[src/rtl/flt_serializer_pkg.sv]
// -----------------------------------------------------------------------------
// flt_serializer_pkg
// Shared widths, FSM state encoding and the Adler-32 modular-add helper for
// the scanline serializer (flt_serializer) and its Adler-32 accumulator.
// Width macros may be overridden on the command line before this file.
// -----------------------------------------------------------------------------
`ifndef SIZE_W_WD
`define SIZE_W_WD 12
`endif
`ifndef SIZE_H_WD
`define SIZE_H_WD 12
`endif
`ifndef DATA_CHN_WD
`define DATA_CHN_WD 8
`endif
`ifndef DATA_PXL_WD
`define DATA_PXL_WD 32
`endif

package flt_serializer_pkg;

    localparam int DATA_THR    = 4;              // bytes per pixel word (RGBA8)
    localparam int SIZE_W_WD   = `SIZE_W_WD;
    localparam int SIZE_H_WD   = `SIZE_H_WD;
    localparam int DATA_CHN_WD = `DATA_CHN_WD;
    localparam int DATA_PXL_WD = `DATA_PXL_WD;
    localparam int FLT_TYPE_WD = 8;

    localparam logic [16:0] ADLER_MOD = 17'd65521;

    typedef logic [FLT_TYPE_WD-1:0] flt_type_t;

    typedef enum logic [1:0] {
        ST_IDLE  = 2'd0,
        ST_FETCH = 2'd1,
        ST_WAIT  = 2'd2,
        ST_SEND  = 2'd3
    } state_e;

    // Both operands are below the modulus, so one conditional subtract suffices.
    function automatic logic [15:0] adler_mod_add(input logic [15:0] x, input logic [15:0] y);
        logic [16:0] s;
        logic [16:0] r;
        s = {1'b0, x} + {1'b0, y};
        if (s >= ADLER_MOD) begin
            r = s - ADLER_MOD;
        end else begin
            r = s;
        end
        return r[15:0];
    endfunction

endpackage

[src/rtl/flt_serializer_if.sv]
// -----------------------------------------------------------------------------
// flt_serializer_if
// Groups the filtered-FIFO read port and the byte-stream handshake.
//   master : the serializer (reads the FIFO, drives the byte stream)
//   slave  : FIFO + deflate side
// Signals:
//   fifo_flt_empty_i   FIFO empty
//   fifo_flt_rd_val_o  FIFO read strobe
//   fifo_flt_rd_dat_i  FIFO data, valid the cycle after the strobe
//   byt_val_o/byt_dat_o/byt_rdy_i  byte handshake
//   byt_lst_o/byt_eol_o            frame / scanline last-byte markers
// -----------------------------------------------------------------------------
interface flt_serializer_if;
    import flt_serializer_pkg::*;

    logic                   fifo_flt_empty_i;
    logic                   fifo_flt_rd_val_o;
    logic [DATA_PXL_WD-1:0] fifo_flt_rd_dat_i;
    logic                   byt_val_o;
    logic [DATA_CHN_WD-1:0] byt_dat_o;
    logic                   byt_rdy_i;
    logic                   byt_lst_o;
    logic                   byt_eol_o;

    modport master (
        input  fifo_flt_empty_i, fifo_flt_rd_dat_i, byt_rdy_i,
        output fifo_flt_rd_val_o, byt_val_o, byt_dat_o, byt_lst_o, byt_eol_o
    );

    modport slave (
        output fifo_flt_empty_i, fifo_flt_rd_dat_i, byt_rdy_i,
        input  fifo_flt_rd_val_o, byt_val_o, byt_dat_o, byt_lst_o, byt_eol_o
    );

endinterface

[src/rtl/flt_serializer_adler32_acc.sv]
// -----------------------------------------------------------------------------
// flt_serializer_adler32_acc
// Running zlib Adler-32 over the emitted byte stream.
// Ports:
//   clk, rstn  clock, asynchronous active-low reset (a=1, b=0)
//   i_init     restart the checksum (a=1, b=0)
//   i_en       one byte accepted this cycle
//   i_byte     the accepted byte
//   o_adler    {b[15:0], a[15:0]}
// -----------------------------------------------------------------------------
module flt_serializer_adler32_acc
    import flt_serializer_pkg::*;
(
    input  logic        clk,
    input  logic        rstn,
    input  logic        i_init,
    input  logic        i_en,
    input  logic [7:0]  i_byte,
    output logic [31:0] o_adler
);

    logic [15:0] r_a;
    logic [15:0] r_b;
    logic [15:0] w_a_nxt;
    logic [15:0] w_b_nxt;

    // b accumulates the already-updated a.
    always_comb begin
        w_a_nxt = adler_mod_add(r_a, {8'd0, i_byte});
        w_b_nxt = adler_mod_add(r_b, w_a_nxt);
    end

    // a/b registers: init on frame start, update on each accepted byte.
    always_ff @(posedge clk or negedge rstn) begin
        if (!rstn) begin
            r_a <= 16'd1;
            r_b <= 16'd0;
        end else if (i_init) begin
            r_a <= 16'd1;
            r_b <= 16'd0;
        end else if (i_en) begin
            r_a <= w_a_nxt;
            r_b <= w_b_nxt;
        end else begin
            r_a <= r_a;
            r_b <= r_b;
        end
    end

    assign o_adler = {r_b, r_a};

endmodule

[src/rtl/flt_serializer.sv]
// -----------------------------------------------------------------------------
// flt_serializer
// Drains the filtered-data FIFO (per scanline: one header word holding the
// filter type in [31:24], then cfg_w pixel words) and emits the PNG byte
// stream: type byte, then pixel bytes LSB first, over a valid/ready handshake.
// Optional feature macro: FLT_SERIALIZER_ADLER_EN (Adler-32 of the stream;
// when undefined adler_o is tied to 0).
// Ports:
//   clk, rstn         clock, asynchronous active-low reset
//   cfg_w_i, cfg_h_i  image width/height (>=1), sampled at start_i
//   start_i           frame start pulse (honoured only when idle)
//   done_o            pulse the cycle after the frame's last byte handshake
//   bus               flt_serializer_if.master (FIFO read + byte stream)
//   adler_o           {b,a}, valid from done_o until the next start_i
// -----------------------------------------------------------------------------
module flt_serializer
    import flt_serializer_pkg::*;
(
    input  logic                 clk,
    input  logic                 rstn,
    input  logic [SIZE_W_WD-1:0] cfg_w_i,
    input  logic [SIZE_H_WD-1:0] cfg_h_i,
    input  logic                 start_i,
    output logic                 done_o,
    flt_serializer_if.master     bus,
    output logic [31:0]          adler_o
);

    localparam logic [1:0] BYTE_IDX_LAST = 2'(DATA_THR - 1);

    state_e                 r_state;
    state_e                 w_state_nxt;
    logic [SIZE_W_WD-1:0]   r_cfg_w;
    logic [SIZE_H_WD-1:0]   r_cfg_h;
    logic [SIZE_W_WD:0]     r_cnt_w;     // 0 = header word, 1..w = pixel words
    logic [SIZE_H_WD-1:0]   r_cnt_h;
    logic [1:0]             r_idx;
    logic [DATA_PXL_WD-1:0] r_word;
    logic                   r_byt_val;
    logic [7:0]             r_byt_dat;
    logic                   r_byt_eol;
    logic                   r_byt_lst;
    logic                   r_done;

    logic                   w_start;
    logic                   w_hs;
    logic                   w_hdr;
    logic                   w_word_last;
    logic                   w_line_end;
    logic                   w_last_line;
    logic                   w_rd_val;
    logic [1:0]             w_idx_nxt;
    logic [7:0]             w_byte_nxt;
    logic                   w_eol_nxt;

    assign w_start     = (r_state == ST_IDLE) && start_i;
    assign w_hs        = r_byt_val && bus.byt_rdy_i;
    assign w_hdr       = (r_cnt_w == {(SIZE_W_WD+1){1'b0}});
    assign w_word_last = w_hdr || (r_idx == BYTE_IDX_LAST);
    assign w_line_end  = (r_cnt_w == {1'b0, r_cfg_w});
    assign w_last_line = (r_cnt_h == (r_cfg_h - SIZE_H_WD'(1'b1)));
    assign w_idx_nxt   = r_idx + 2'd1;
    assign w_eol_nxt   = !w_hdr && w_line_end && (w_idx_nxt == BYTE_IDX_LAST);

    // Byte of the held word that follows the one currently on the bus.
    always_comb begin
        w_byte_nxt = 8'd0;
        case (w_idx_nxt)
            2'd0:    w_byte_nxt = r_word[7:0];
            2'd1:    w_byte_nxt = r_word[15:8];
            2'd2:    w_byte_nxt = r_word[23:16];
            default: w_byte_nxt = r_word[31:24];
        endcase
    end

    // FSM state register.
    always_ff @(posedge clk or negedge rstn) begin
        if (!rstn) begin
            r_state <= ST_IDLE;
        end else begin
            r_state <= w_state_nxt;
        end
    end

    // FSM next-state logic.
    always_comb begin
        w_state_nxt = r_state;
        case (r_state)
            ST_IDLE: begin
                if (start_i) begin
                    w_state_nxt = ST_FETCH;
                end else begin
                    w_state_nxt = ST_IDLE;
                end
            end
            ST_FETCH: begin
                if (!bus.fifo_flt_empty_i) begin
                    w_state_nxt = ST_WAIT;
                end else begin
                    w_state_nxt = ST_FETCH;
                end
            end
            ST_WAIT: begin
                w_state_nxt = ST_SEND;
            end
            ST_SEND: begin
                if (w_hs && w_word_last) begin
                    if (w_line_end && w_last_line) begin
                        w_state_nxt = ST_IDLE;
                    end else begin
                        w_state_nxt = ST_FETCH;
                    end
                end else begin
                    w_state_nxt = ST_SEND;
                end
            end
            default: begin
                w_state_nxt = ST_IDLE;
            end
        endcase
    end

    // FSM outputs: the read strobe lasts exactly the one FETCH cycle that
    // sees data, because FETCH always leaves for WAIT in that case.
    always_comb begin
        w_rd_val = 1'b0;
        case (r_state)
            ST_FETCH: w_rd_val = !bus.fifo_flt_empty_i;
            default:  w_rd_val = 1'b0;
        endcase
    end

    // Datapath: config latch, line/word counters, held word and byte register.
    always_ff @(posedge clk or negedge rstn) begin
        if (!rstn) begin
            r_cfg_w   <= {SIZE_W_WD{1'b0}};
            r_cfg_h   <= {SIZE_H_WD{1'b0}};
            r_cnt_w   <= {(SIZE_W_WD+1){1'b0}};
            r_cnt_h   <= {SIZE_H_WD{1'b0}};
            r_idx     <= 2'd0;
            r_word    <= {DATA_PXL_WD{1'b0}};
            r_byt_val <= 1'b0;
            r_byt_dat <= 8'd0;
            r_byt_eol <= 1'b0;
            r_byt_lst <= 1'b0;
            r_done    <= 1'b0;
        end else begin
            r_done <= 1'b0;
            case (r_state)
                ST_IDLE: begin
                    if (start_i) begin
                        r_cfg_w <= cfg_w_i;
                        r_cfg_h <= cfg_h_i;
                        r_cnt_w <= {(SIZE_W_WD+1){1'b0}};
                        r_cnt_h <= {SIZE_H_WD{1'b0}};
                        r_idx   <= 2'd0;
                    end
                end
                ST_WAIT: begin
                    // Header words carry only the type byte in [31:24].
                    r_word    <= bus.fifo_flt_rd_dat_i;
                    r_idx     <= 2'd0;
                    r_byt_val <= 1'b1;
                    r_byt_dat <= w_hdr ? bus.fifo_flt_rd_dat_i[31:24] : bus.fifo_flt_rd_dat_i[7:0];
                    r_byt_eol <= 1'b0;
                    r_byt_lst <= 1'b0;
                end
                ST_SEND: begin
                    if (w_hs) begin
                        if (w_word_last) begin
                            r_byt_val <= 1'b0;
                            r_byt_dat <= 8'd0;
                            r_byt_eol <= 1'b0;
                            r_byt_lst <= 1'b0;
                            if (!w_line_end) begin
                                r_cnt_w <= r_cnt_w + {{SIZE_W_WD{1'b0}}, 1'b1};
                            end else if (!w_last_line) begin
                                r_cnt_w <= {(SIZE_W_WD+1){1'b0}};
                                r_cnt_h <= r_cnt_h + SIZE_H_WD'(1'b1);
                            end else begin
                                r_done <= 1'b1;
                            end
                        end else begin
                            r_idx     <= w_idx_nxt;
                            r_byt_dat <= w_byte_nxt;
                            r_byt_eol <= w_eol_nxt;
                            r_byt_lst <= w_eol_nxt && w_last_line;
                        end
                    end
                end
                default: begin
                end
            endcase
        end
    end

    assign bus.fifo_flt_rd_val_o = w_rd_val;
    assign bus.byt_val_o         = r_byt_val;
    assign bus.byt_dat_o         = r_byt_dat;
    assign bus.byt_eol_o         = r_byt_eol;
    assign bus.byt_lst_o         = r_byt_lst;
    assign done_o                = r_done;

`ifdef FLT_SERIALIZER_ADLER_EN
    logic [31:0] w_adler;
    logic        r_adler_vld;

    flt_serializer_adler32_acc u_adler (
        .clk     (clk),
        .rstn    (rstn),
        .i_init  (w_start),
        .i_en    (w_hs),
        .i_byte  (r_byt_dat),
        .o_adler (w_adler)
    );

    // Checksum becomes visible with done_o and is hidden again at the next start.
    always_ff @(posedge clk or negedge rstn) begin
        if (!rstn) begin
            r_adler_vld <= 1'b0;
        end else if (w_start) begin
            r_adler_vld <= 1'b0;
        end else if (w_hs && w_word_last && w_line_end && w_last_line) begin
            r_adler_vld <= 1'b1;
        end else begin
            r_adler_vld <= r_adler_vld;
        end
    end

    assign adler_o = r_adler_vld ? w_adler : 32'd0;
`else
    assign adler_o = 32'd0;
`endif

endmodule

[src/flat_wrapper.sv]
// flat-port wrapper written by rule: the top's interface ports become plain ports
module flt_serializer_flat import flt_serializer_pkg::*;
  (clk, rstn, cfg_w_i, cfg_h_i, start_i, done_o, adler_o, bus_fifo_flt_empty_i, bus_fifo_flt_rd_dat_i, bus_byt_rdy_i, bus_fifo_flt_rd_val_o, bus_byt_val_o, bus_byt_dat_o, bus_byt_lst_o, bus_byt_eol_o);
  flt_serializer_if bus_i ();
  input  logic clk;
  input  logic rstn;
  input  logic [SIZE_W_WD-1:0] cfg_w_i;
  input  logic [SIZE_H_WD-1:0] cfg_h_i;
  input  logic start_i;
  output logic done_o;
  output logic [31:0] adler_o;
  input wire logic [$bits(bus_i.fifo_flt_empty_i)-1:0] bus_fifo_flt_empty_i;
  input wire logic [$bits(bus_i.fifo_flt_rd_dat_i)-1:0] bus_fifo_flt_rd_dat_i;
  input wire logic [$bits(bus_i.byt_rdy_i)-1:0] bus_byt_rdy_i;
  output wire logic [$bits(bus_i.fifo_flt_rd_val_o)-1:0] bus_fifo_flt_rd_val_o;
  output wire logic [$bits(bus_i.byt_val_o)-1:0] bus_byt_val_o;
  output wire logic [$bits(bus_i.byt_dat_o)-1:0] bus_byt_dat_o;
  output wire logic [$bits(bus_i.byt_lst_o)-1:0] bus_byt_lst_o;
  output wire logic [$bits(bus_i.byt_eol_o)-1:0] bus_byt_eol_o;
  assign bus_i.fifo_flt_empty_i = bus_fifo_flt_empty_i;
  assign bus_i.fifo_flt_rd_dat_i = bus_fifo_flt_rd_dat_i;
  assign bus_i.byt_rdy_i = bus_byt_rdy_i;
  assign bus_fifo_flt_rd_val_o = bus_i.fifo_flt_rd_val_o;
  assign bus_byt_val_o = bus_i.byt_val_o;
  assign bus_byt_dat_o = bus_i.byt_dat_o;
  assign bus_byt_lst_o = bus_i.byt_lst_o;
  assign bus_byt_eol_o = bus_i.byt_eol_o;
  flt_serializer u_core (.clk(clk), .rstn(rstn), .cfg_w_i(cfg_w_i), .cfg_h_i(cfg_h_i), .start_i(start_i), .done_o(done_o), .bus(bus_i), .adler_o(adler_o));
endmodule
[config.mk]
export PLATFORM = sky130hd
export DESIGN_NAME = flt_serializer_flat
export DESIGN_NICKNAME = d
export VERILOG_FILES = /design/src/rtl/flt_serializer_pkg.sv /design/src/rtl/flt_serializer_if.sv /design/src/rtl/flt_serializer_adler32_acc.sv /design/src/rtl/flt_serializer.sv /design/src/flat_wrapper.sv
export SDC_FILE = /design/constraint.sdc
export NUM_CORES = 1
export LEC_CHECK = 0
export ABC_AREA = 1
export BUFFER_PORTS_ARGS = -buffer_cell sky130_fd_sc_hd__buf_2
export CORE_MARGIN = 2
export CORE_UTILIZATION = 57
export DETAILED_ROUTE_END_ITERATION = 10
export PLACE_DENSITY = 0.81
export SLEW_MARGIN = 20
export SYNTH_ARGS = -nofsm -noshare
export SYNTH_HDL_FRONTEND = slang
export SYNTH_SLANG_ARGS = --single-unit
[constraint.sdc]
create_clock -name clk -period 2.1 [get_ports clk]
set_input_delay 0.315 -clock clk [delete_from_list [all_inputs] [get_ports clk]]
set_output_delay 0.315 -clock clk [all_outputs]
set_load 0.005 [all_outputs]
==> results of run 1 <==
## cell usage in the layout, fill, tap and decap left out, types with 9 or more instances in the layout
cell type and instances:
nor3_1 10, nand2_1 156, xor2_1 11, buf_2 72, nand2_2 17, clkbuf_8 9
nor2_1 55, or2_2 9, conb_1 32, o21ai_1 10, dfrtp_1 97, a21oi_1 32
o22ai_1 9, a31oi_1 10, xnor2_1 11, nand3_1 30, mux2_2 15, ha_1 13
inv_1 69, buf_4 21, nand3_2 14, o21ai_0 48, inv_2 10
## where the power goes
| group | total [mW] | internal [mW] | switching [mW] |
|---|---|---|---|
| combinational | 3.57 | 1.44 | 2.13 |
| sequential | 2.94 | 2.52 | 0.413 |
| clock | 1.28 | 0.567 | 0.717 |
## critical path: stages, from the launching register on
cell and delay [ns]:
dfrtp_1 0.41, inv_2 0.09, ha_4 0.16, nand2_2 0.08
nor2_4 0.12, nand2_1 0.07, nand2_1 0.06, nand2_1 0.04
inv_1 0.06, nand3_2 0.09, nor2_4 0.15, nand4_4 0.17
o21bai_4 0.23, clkbuf_16 0.19, nand2_1 0.05, nand2_1 0.06
## registers in the layout (all words and copies together), names as in the netlist
register	cells
u_core.r_idx	2
u_core.bus.byt_dat_o	8
u_core.r_cfg_w	12
u_core.r_state	2
u_core.bus.byt_eol_o	1
u_core.r_word	32
u_core.r_cfg_h	12
u_core.r_cnt_w	13
u_core.r_cnt_h	12
u_core.bus.byt_lst_o	1
u_core.bus.byt_val_o	1
u_core.done_o	1
## area by class of cell
type                    count  area [um2]
clock buffers              10         128
repair buffers            100         636
flip-flops and latches     97        2430
inverters                  81         310
well taps                 136         170
multi-input cells         538        3030
fillers                   843        3360
clock inverters             6        72.6
## stage by stage
step	power [mW]	hold slack, ns
final	7.79	0.148
after global routing	8.37	0.142
after CTS	7.34	0.140
after detailed placement	6.00	0.316
after global placement	5.81	0.310
after floorplan	5.23	0.0194
## repair_timing
item	4_1_cts	5_1_grt
gates cloned	0	5
gates resized for setup	1	41
hold buffers	1	0
hold endpoints to repair	34	0
pin swaps	1	11
buffers inserted	1	3
endpoints found under the setup margin	12	28
## routing by layer
metal | up-vias | GRT usage (%)
li1 | 2516 | -
met1 | 2482 | 32.5
met2 | 166 | 42.1
met3 | 27 | 3.15
met4 | 0 | 8.00
met5 | - | 0
## final timing paths
kind / start / end / cells past startpoint
min: bus_fifo_flt_rd_dat_i[8] / u_core.r_word[8] / 3
max: u_core.r_cfg_h[0] / u_core.r_cnt_w[4] / 15
min in group asynchronous: rstn / u_core.r_word[8] / 2
max in group asynchronous: rstn / u_core.bus.byt_eol_o / 3
min reg2reg: u_core.r_word[4] / u_core.r_word[4] / 2
max reg2reg: u_core.r_cfg_h[0] / u_core.r_cnt_w[4] / 15
## cell families (layout without fill, tap and decap cells)
kind of cell               count (synthesis)  after routing  share of synthesized area [%]
muxes                                     15             15                           2.88
AOI/OAI and AO/OA                        123            123                           11.6
xor gates and xnor gates                  22             22                           3.29
buffers and inverters                    141            197                           11.8
adders and majority gates                 14             14                           2.99
other                                      1             32                         0.0640
and+or+nand+nor                          328            332                           25.9
DFF                                       97             97                           41.4
==> results.md, run 1 <==
* Status: finished clean
* Die area at 11100 um2
* Vias at 5191
* GRT Util Overall at between 20% and 30%
* Number of global-route vias before repair at 4855
* Via density at 5.36
* CP Data Required Time at ~2.4 ns
* Synthesized instance count at 741
* Final hold vios at 0
* Met1 WL at 6090 um
* Area delta synth->final at 15.6%
* DRC Markers at 0
* Port bufs at 73
* Die X at between 100 and 150 um
* CTS sink cnt at 97
* Post-Route Setup TNS at 0 ns
* CORE AREA at 10100 um2
* Max-cap viol count at 0
* Max-slew violation count at 0
* Async SR Flop Fraction at 100%
* WP data arrival at 2.39 ns
* Largest area contributor in the netlist: dfrtp_1
* Post-Place Cells at 942
* CTS buffer count at 9
* Worst skew pair latency at 0.38 ns
* Synth Warn # at 0
* Synth Cell Area at 5860 um2
* DRT Pass-1 Iters at 5
* Routed WL at 13900 um
* Clk slew on worst S/H paths at 0.11 ns
* Reg2reg setup slack at 0.03 ns
* Rel. slew slack at between 60% and 70%
* Final number of setup-violating endpoints at 0
* PnR worst setup slack at 0.0278 ns
* Top_reg_cell synth: dfrtp_1
* Share of cells above drive strength 1 at between 20% and 30%
* Avg Inst Size Synth at 7.91 um2
* First-pass GRT wire length at approximately 22000 um
* Htree depth at 3
* VDD IR max at 0.578 mV
* Top cell type's share of synthesized area at 41.4%
* Most instantiated cells after synthesis: 172 x nand2_1, 97 x dfrtp_1, 73 x inv_1
* Congestion Overflow GR at 0
* P per Cell Area at 1150 nW/um2
* Final core utilization at 66.8%
* Rows at 37
* Max Root-Sink Buffers at 2
* Initial DRC count at approximately 360
* Top routing layer in use: met4
* Slew at the pin closest to its max-slew limit at around 0.57 ns
* Register area share after synthesis at approximately two fifths
* HPWL Detailed at 9690 um
* Final worst-path cycle share at 98.7%
* RSZ-0062 raised after global routing: yes
* Largest net degree at the start of global routing at 50
* Clk_skew at 0.0150 ns
* Fin nets at ~900
* Pre-CTS setup slack at -0.0167 ns
* Crit path max fanout at 6
* Final RePlAce weighted congestion at about 0.9
* Fmax at 0.483 GHz
* Root Driver: clkbuf_8
* Number of flops mapped to enable cells by yosys at 0
* Tmin final at 2.07 ns
* Remaining antenna violation count after routing at 0
* Cell area after placement at ~6300 um2
* Number of synthesized register bits at 97
* Initial antenna violation count at 0
* Initial Util at between 50% and 60%
* Crit path kind: reg -> reg
* Leak at 3.20 nW
* Synth cell types at 41
* Design area at 6780 um2
* Routed WL per cell at 14.3 um
* Die Y at 105 um
* Met2 wire length at 6810 um
* Layout Cells excl Fill at 968
* TritonCTS clock tree: built
* Most frequent cell after synthesis: nand2_1
* Boundary Pins at 106
* Startpoint Class: flip-flop
* Synth top area cells: dfrtp_1 41%, nand2_1 11%, inv_1 4.7%, buf_4 4.4%, o21ai_0 4.1%
* Crit. End Element: flip-flop
* Metal3 WL at 695 um
* Worst Hold Class: in -> reg
* Ant diodes at 0
No activity file was read; power rests on OpenSTA's default activity.
==> run 2, diff against run 1 <==
- SYNTH_HIERARCHICAL: default -> 1
==> run 2 against run 1 <==
Against the previous run:
- area after synthesis down 0.15%
- critical path depth up 1
- sequential share of layout area up 0.66 points
- cell count unchanged
- clock-buffer cell count unchanged
- first-iteration DRC count up 10%
- power up 5.1%
- sequential cell count unchanged
- routed wire length up 4.0%
- core utilization up 0.68 points
- final area down 1.7%
- global-route usage up 2.1 points
- critical path type unchanged
- largest power group unchanged
- highest routed layer unchanged
==> results.md, run 2 <==
* Status: finished clean
* Initial Util at 59.3% (+1.5 points)
* Number of synthesized register bits at 97 (unchanged)
* Seq pwr share at 37.0% (-0.7 points)
* Crit path max fanout at 8 (+2)
* Max-slew violation count at 0 (unchanged)
* Met2 usage at 43.5% (+1.4 points)
* Synth cell types at 41 (unchanged)
* CP max stage delay at 0.40 ns (about the same)
* Number of global-route vias before repair at 5059 (+4.2%)
* Delay-heaviest family, CP: simple AND/OR/NAND/NOR gates
* Met1 GRT Util at 33.9% (+1.4 points)
* Ant diodes at 0 (unchanged)
* Largest area contributor in the netlist: dfrtp_1
* Async SR Flop Fraction at 100% (unchanged)
* Routed WL per cell at 14.9 um (+4.0%)
* Htree depth at 3 (unchanged)
* Leak at 3.41 nW (+6.8%)
* Synth Cell Area at 5850 um2 (-0.15%)
* Die area at 11100 um2 (-0.14%)
* Most frequent cell after synthesis: nand2_1
* Port bufs at 73 (unchanged)
* Rel. slew slack at 58.8% (-3.1 points)
* TritonCTS clock tree: built
* VDD IR max at 0.731 mV (+27%)
* Max-cap viol count at 0 (unchanged)
* Via density at 5.37 (about the same)
* Buf/Inv on CP at 1 (-2)
* GRT Util Overall at 26.7% (+2.1 points)
* Die Y at 105 um (about the same)
* Worst skew pair latency at 0.40 ns (+0.02 ns)
* Pre-CTS setup slack at -0.0143 ns (+0.00235 ns)
* PnR worst setup slack at 0.0207 ns (-0.00713 ns)
* CP Data Required Time at 2.43 ns (about the same)
* Largest net degree at the start of global routing at 54 (+8.0%)
* Top_reg_cell synth: dfrtp_1
* Logic pwr share at 47.2% (+1.4 points)
* Final worst-path cycle share at 99.0% (+0.34 points)
* Switching part of the total at 44.5% (+2.7 points)
* Rows at 36 (-2.7%)
* CTS sink cnt at 97 (unchanged)
* GR peak layer: met2
* Synthesized instance count at 751 (+1.3%)
* HPWL Detailed at 10400 um (+7.5%)
* Max Root-Sink Buffers at 2 (unchanged)
* Top cell type's share of synthesized area at 41.5% (+0.062 points)
* Most instantiated cells after synthesis: 135 x nand2_1, 97 x dfrtp_1, 91 x inv_1
* P_int at 4.54 mW (+0.29%)
* Initial DRC count at 393 (+10%)
* Fin nets at 901 (-0.11%)
* Clock power frac at 15.8% (-0.7 points)
* Fmax at 0.481 GHz (-0.34%)
* Top Registers: u_core/r_word x32, u_core/r_cnt_w x13
* Register area share after synthesis at 41.5% (+0.062 points)
* Cell area after placement at 6310 um2 (+0.28%)
* Slew at the pin closest to its max-slew limit at 0.616 ns (+0.0447 ns)
* Clk slew on worst S/H paths at 0.10 ns (about the same)
* Most frequent cells in the layout: 121 x nand2_1, 95 x dfrtp_1, 89 x inv_1
* Vias at 5195 (+0.077%)
* Routed WL at 14400 um (+4.0%)
* CP max-delay cell: dfrtp_1
* DRT Pass-1 Iters at 5 (unchanged)
* RSZ-0062 raised after global routing: yes
* Remaining antenna violation count after routing at 0 (unchanged)
* Initial antenna violation count at 0 (unchanged)
* Design area at 6660 um2 (-1.7%)
* Reg area at 2430 um2 (+0.10%)
* # fillers at 815 (-3.3%)
* Met3 Track Usage GR at 6.86% (+3.7 points)
* First-pass GRT wire length at 23700 um (+6.3%)
* DRC Markers at 0 (unchanged)
* Crit path kind: reg -> reg
* Synth top area cells: dfrtp_1 41%, nand2_1 8.7%, inv_1 5.8%, nor2_1 5.8%, a21oi_1 4.8%
* Tmin final at 2.08 ns (+0.00713 ns)
* Area occupied by multi-input gates at 2910 um2 (-4.1%)
* Cell Chain, Critical Path: inv_2 -> ha_4 -> nand2_4 -> nor2_4 -> nand2_2 -> nand2_1 -> nand2_1 -> nor2_1 -> nand2_1 -> nor2_2 -> nand4_2 -> nand2_4 -> nand2_8 -> nand2_8 -> nand2_2 -> nand2_2
* CORE AREA at 9860 um2 (-2.7%)
* Crit. End Element: flip-flop
* Commonest non-fill, non-tap cell in the layout: nand2_1
* Max reg flops at 32 (unchanged)
* CTS buffer count at 9 (unchanged)
* Die X at 105 um (about the same)
* Switching power total at 3.65 mW (+12%)
* Synth Warn # at 6 (+6)
* Worst Hold Class: in -> reg
* Area delta synth->final at 13.8%
* Number of flops mapped to enable cells by yosys at 0 (unchanged)
* Most flop-heavy register: u_core/r_word
* WP data arrival at 2.41 ns (+0.02 ns)
* P per Cell Area at 1230 nW/um2 (+6.9%)
* Congestion Overflow GR at 0 (unchanged)
* Final RePlAce weighted congestion at 1.00 (+9.1%)
* Boundary Pins at 106 (unchanged)
* Clk_skew at 0.0180 ns (+0.00294 ns)
* Avg Inst Size Synth at 7.79 um2 (-1.5%)
* Share of cells above drive strength 1 at 21.8% (-3.4 points)
* Root Driver: clkbuf_8
* Final number of setup-violating endpoints at 0 (unchanged)
* Final hold vios at 0 (unchanged)
* Startpoint Class: flip-flop
run 2: changes by cell type after synthesis, sizes merged, moves of 9 or more:
cell,before,now
inv,81,97
o21ai,61,24
nand3,45,55
xnor2,11,1
nand4,7,16
or2,11,1
a21oi,32,57
nor2,69,94
xor2,11,27
nand2,176,144
run 2: repair_timing:
| item | 4_1_cts | 5_1_grt |
|---|---|---|
| hold endpoints to repair | 41 | 0 |
| resized for setup | 4 | 25 |
| buffers inserted | 1 | 0 |
| setup endpoints to repair | 13 | 27 |
| hold buffers | 1 | 0 |
| cloned | 1 | 1 |
| pin swaps | 2 | 13 |
run 2: worst paths after layout:
kind	slack, ns	depth (start not counted)	from	end
setup / recovery	0.02	16	u_core/r_cfg_h[1]	u_core/r_cnt_w[3]
hold / removal	0.15	2	cfg_w_i[4]	u_core/r_cfg_w[4]
setup reg to reg	0.02	16	u_core/r_cfg_h[1]	u_core/r_cnt_w[3]
hold reg to reg	0.51	2	u_core/r_word[5]	u_core/r_word[5]
max in group asynchronous	1.01	3	rstn	u_core/r_cnt_w[8]
min in group asynchronous	0.47	2	rstn	u_core/r_cfg_w[9]
run 2: stage by stage:
step	setup TNS, ns	hold WS [ns]	util, %	total power, mW	std cells
final	0	0.150	67.5	8.19	968
after global routing	-1.50	0.128	67.5	8.83	968
after detailed placement	-0.0343	0.351	64.0	6.58	948
after floorplan	0	0.0194	-	5.59	782
after CTS	0	0.128	66.6	8.02	967
after global placement	0	0.346	64.0	6.42	948
run 2: power groups by stage:
stage	clock network, mW	logic (mW)	registers (mW)
after global placement	0	3.41	3.01
after CTS	1.35	3.66	3.01
final	1.29	3.86	3.03
after global routing	1.42	4.30	3.11
after floorplan	0	2.67	2.92
after detailed placement	0	3.54	3.04
run 2: cell type report:
class	instances	area share [%]
multi-input combinational	528	43.7
sequential	97	36.5
timing repair buffer	96	8.72
inverter	98	5.52
tap	133	2.50
clock buffer	10	1.92
clock inverter	6	1.18
run 2: cell families (layout without fill, tap and decap cells):
family	Yosys count	in the layout	synth area share (%)
AND/OR/NAND/NOR	336	338	26.5
buffers and inverters	159	210	12.9
AO/OA/AOI/OAI	110	110	10.8
flip-flops	97	97	41.5
XOR/XNOR	28	28	4.19
adder cells (fa/ha/maj)	10	10	2.14
multiplexers	10	10	1.92
other	1	32	0.0641
run 2: routing by layer:
| layer | part of all wire, % | wire, um |
|---|---|---|
| met5 | 0 | 0 |
| met1 | 42 | 6100 |
| met2 | 49 | 7040 |
| met3 | 6.5 | 930 |
| met4 | 2.4 | 342 |
==> run 3, diff against run 2 <==
--- a/config.mk
+++ b/config.mk
@@ -12,5 +12,4 @@
 export DETAILED_ROUTE_END_ITERATION = 10
 export PLACE_DENSITY = 0.81
-export SLEW_MARGIN = 20
 export SYNTH_ARGS = -nofsm -noshare
 export SYNTH_HDL_FRONTEND = slang
==> constraint.sdc (replaced) <==
create_clock -name clk -period 2.1 [get_ports clk]
set_input_delay 0.105 -clock clk [delete_from_list [all_inputs] [get_ports clk]]
set_output_delay 0.105 -clock clk [all_outputs]
set_load 0.005 [all_outputs]
==> run 3 against run 2 <==
Against the previous run:
- first-iteration DRC count is 33% higher
- global-route usage is 0.99 points higher
- core utilization is 4.1 points higher
- routed wire length is 6.0% higher
- critical path type unchanged
- largest cell class unchanged
- sequential cell count stayed put
- final area is 6.0% higher
- critical path depth stayed put
- clock power is 3% higher
- worst setup slack worse by 0.0056 ns
- fmax is 0.27% lower
- sequential share of layout area is 2.1 points lower
- sequential power hardly changed
==> results.md, run 3 (synthesis gave the netlist of run 2 again) <==
* Hold depth at 3 (+1)
* Most flop-heavy register: u_core/r_word
* Vias at 5407 (+4.1%)
* Top Registers: u_core/r_word x32, u_core/r_cnt_w x13
* Commonest non-fill, non-tap cell in the layout: nand2_1
* P per Cell Area at 1170 nW/um2 (-5.1%)
* RSZ-0062 raised after global routing: yes
* Routed WL at 15300 um (+6.0%)
* Max Root-Sink Buffers at 2 (unchanged)
* Clk_skew at 0.0154 ns (-0.00255 ns)
* DRC Markers at 0 (unchanged)
* First-pass GRT wire length at 24800 um (+4.7%)
* DRT Pass-1 Iters at 5 (unchanged)
* Post-Place Cells at 943 (-0.53%)
* # fillers at 751 (-7.9%)
* Max-cap viol count at 0 (unchanged)
* Die area at 11100 um2 (unchanged)
* Die Y at 105 um (unchanged)
* VDD IR max at 0.613 mV (-16%)
* Design area at 7060 um2 (+6.0%)
* Max reg flops at 32 (unchanged)
* Root Driver: clkbuf_8
* Initial DRC count at 522 (+33%)
* Critical R2R Launch: u_core/r_cfg_h[1]
* Crit. End Element: flip-flop
* Share of cells above drive strength 1 at 19.2% (-2.6 points)
* Initial antenna violation count at 0 (unchanged)
* Cell area after placement at 6280 um2 (-0.59%)
* Design Power at 8.24 mW (+0.58%)
* Layout Cells excl Fill at 1009 (+4.2%)
* GRT Util Overall at 27.7% (+0.99 points)
* Slew at the pin closest to its max-slew limit at 0.581 ns (-0.0358 ns)
* Reg2reg end: u_core/r_cnt_w[9]
* Largest net degree at the start of global routing at 70 (+30%)
* Final worst-path cycle share at 99.3% (+0.27 points)
* CP Data Required Time at 2.41 ns (-0.02 ns)
* Clk slew on worst S/H paths at 0.10 ns (about the same)
* Hold path endpoint: u_core/r_cfg_h[0]
* Number of global-route vias before repair at 5347 (+5.7%)
* Rel. slew slack at 61.3% (+2.5 points)
* Remaining antenna violation count after routing at 0 (unchanged)
* Area occupied by multi-input gates at 2880 um2 (-1.1%)
* CTS buffer count at 9 (unchanged)
* CTS sink cnt at 97 (unchanged)
* Routed WL per cell at 15.1 um (+1.7%)
* Reg2reg setup slack at 0.02 ns (about the same)
* Ant diodes at 0 (unchanged)
* HP Start: cfg_h_i[0]
* Congestion Overflow GR at 0 (unchanged)
* Htree depth at 3 (unchanged)
* Rows at 36 (unchanged)
* WP data arrival at 2.39 ns (-0.02 ns)
* Final number of setup-violating endpoints at 0 (unchanged)
* Die X at 105 um (unchanged)
* Reg2reg path depth at 16 (unchanged)
* Worst skew pair latency at 0.38 ns (-0.02 ns)
* Tmin final at 2.08 ns (+0.00561 ns)
* CORE AREA at 9860 um2 (unchanged)
* Boundary Pins at 106 (unchanged)
* PnR worst setup slack at 0.0150 ns (-0.00561 ns)
* Most frequent cells in the layout: 129 x nand2_1, 97 x dfrtp_1, 89 x inv_1
* Final core utilization at 71.6% (+4.1 points)
* TritonCTS clock tree: built
* Reg area at 2430 um2 (-0.10%)
* Final RePlAce weighted congestion at 0.966 (-3.6%)
* Initial Util at 59.3% (unchanged)
* Final hold vios at 0 (unchanged)
* Worst Hold Class: in -> reg
* Max-slew violation count at 0 (unchanged)
* Fmax at 0.480 GHz (-0.27%)
* Status: finished clean
* Via density at 5.36 (-0.15%)
* Area delta synth->final at 20.7%
* Leak at 3.59 nW (+5.0%)
* Startpoint Class: flip-flop
* Pre-CTS setup slack at 0.0229 ns (+0.0372 ns)
* Fin nets at 942 (+4.6%)
* HPWL Detailed at 10300 um (-0.89%)
* Port bufs at 73 (unchanged)
* Crit path max fanout at 8 (unchanged)
* Crit path kind: reg -> reg
-- run 3: cell types whose count changed in the layout (fill, tap and decap cells not counted), sizes merged --
cell,change
buf,-4
clkinv,+2
inv,-1
dlygate4sd3,+45
clkbuf,-1
-- run 3: layer usage --
layer / GRT usage (%) / vias up / part of all wire [%]
met1: 35.2 / 2539 / 41
li1: - / 2603 / -
met2: 47.3 / 231 / 50
met3: 5.57 / 34 / 6.4
met5: 0 / - / 0
met4: 8.76 / 0 / 2.4
-- run 3: timing repair --
action | in CTS | in global routing
setup buffers | 0 | 2
endpoints found under the setup margin | 1 | 27
endpoints found under the hold margin | 73 | 0
gates resized for setup | 1 | 17
gates cloned | 0 | 2
pin swaps | 0 | 15
hold buffers | 46 | 0
-- run 3: how the worst max path moves through the flow --
stage                            from           endpoint  slack [ns]  cells after the start
floorplan           u_core/r_cnt_w[0]  u_core/r_cnt_h[5]        0.18                     13
global placement    u_core/r_cfg_h[0]  u_core/r_cnt_w[6]        0.11                     14
detailed placement  u_core/r_cfg_h[0]  u_core/r_cnt_w[3]        0.02                     16
CTS                 u_core/r_cfg_h[0]  u_core/r_cnt_h[1]        0.02                     14
global route        u_core/r_cfg_h[1]  u_core/r_cnt_w[9]       -0.11                     16
finish              u_core/r_cfg_h[1]  u_core/r_cnt_w[9]        0.02                     16
-- run 3: final cells by class --
cell class	instances	share of cell area, %
clock inverters	7	1.31
clock buffers	9	1.75
multi-input cells	528	40.8
inverters	98	5.21
well taps	133	2.36
repair buffers	137	14.2
flip-flops and latches	97	34.4
-- run 3: metrics by stage --
step | TNS (ns) | hold slack (ns)
floorplan | 0 | -0.191
global placement | 0 | 0.0472
detailed placement | 0 | 0.0611
CTS | 0 | 0.00284
global route | -1.42 | 0.00765
finish | 0 | 0.0109
-- run 3: worst max-delay path, stage by stage (launching register included) --
cell and delay [ns]:
dfrtp_1 0.41, inv_2 0.10, ha_4 0.16, nand2_4 0.06, nor2_4 0.13, nand2_1 0.06, nand2_1 0.07, nand2_1 0.06
nor2_2 0.10, nand2_1 0.07, nor2_2 0.13, nand4_2 0.15, nand2_4 0.16, nand2_8 0.09, nand2_8 0.12, nand2_1 0.07
nand2_1 0.09
-- run 3: power breakdown --
group	leakage, nW	switching, mW	internal, mW	total [mW]
registers	1.17	0.487	2.56	3.05
clock network	0.109	0.741	0.585	1.33
logic	2.31	2.43	1.43	3.86
total	3.59	3.66	4.58	8.24
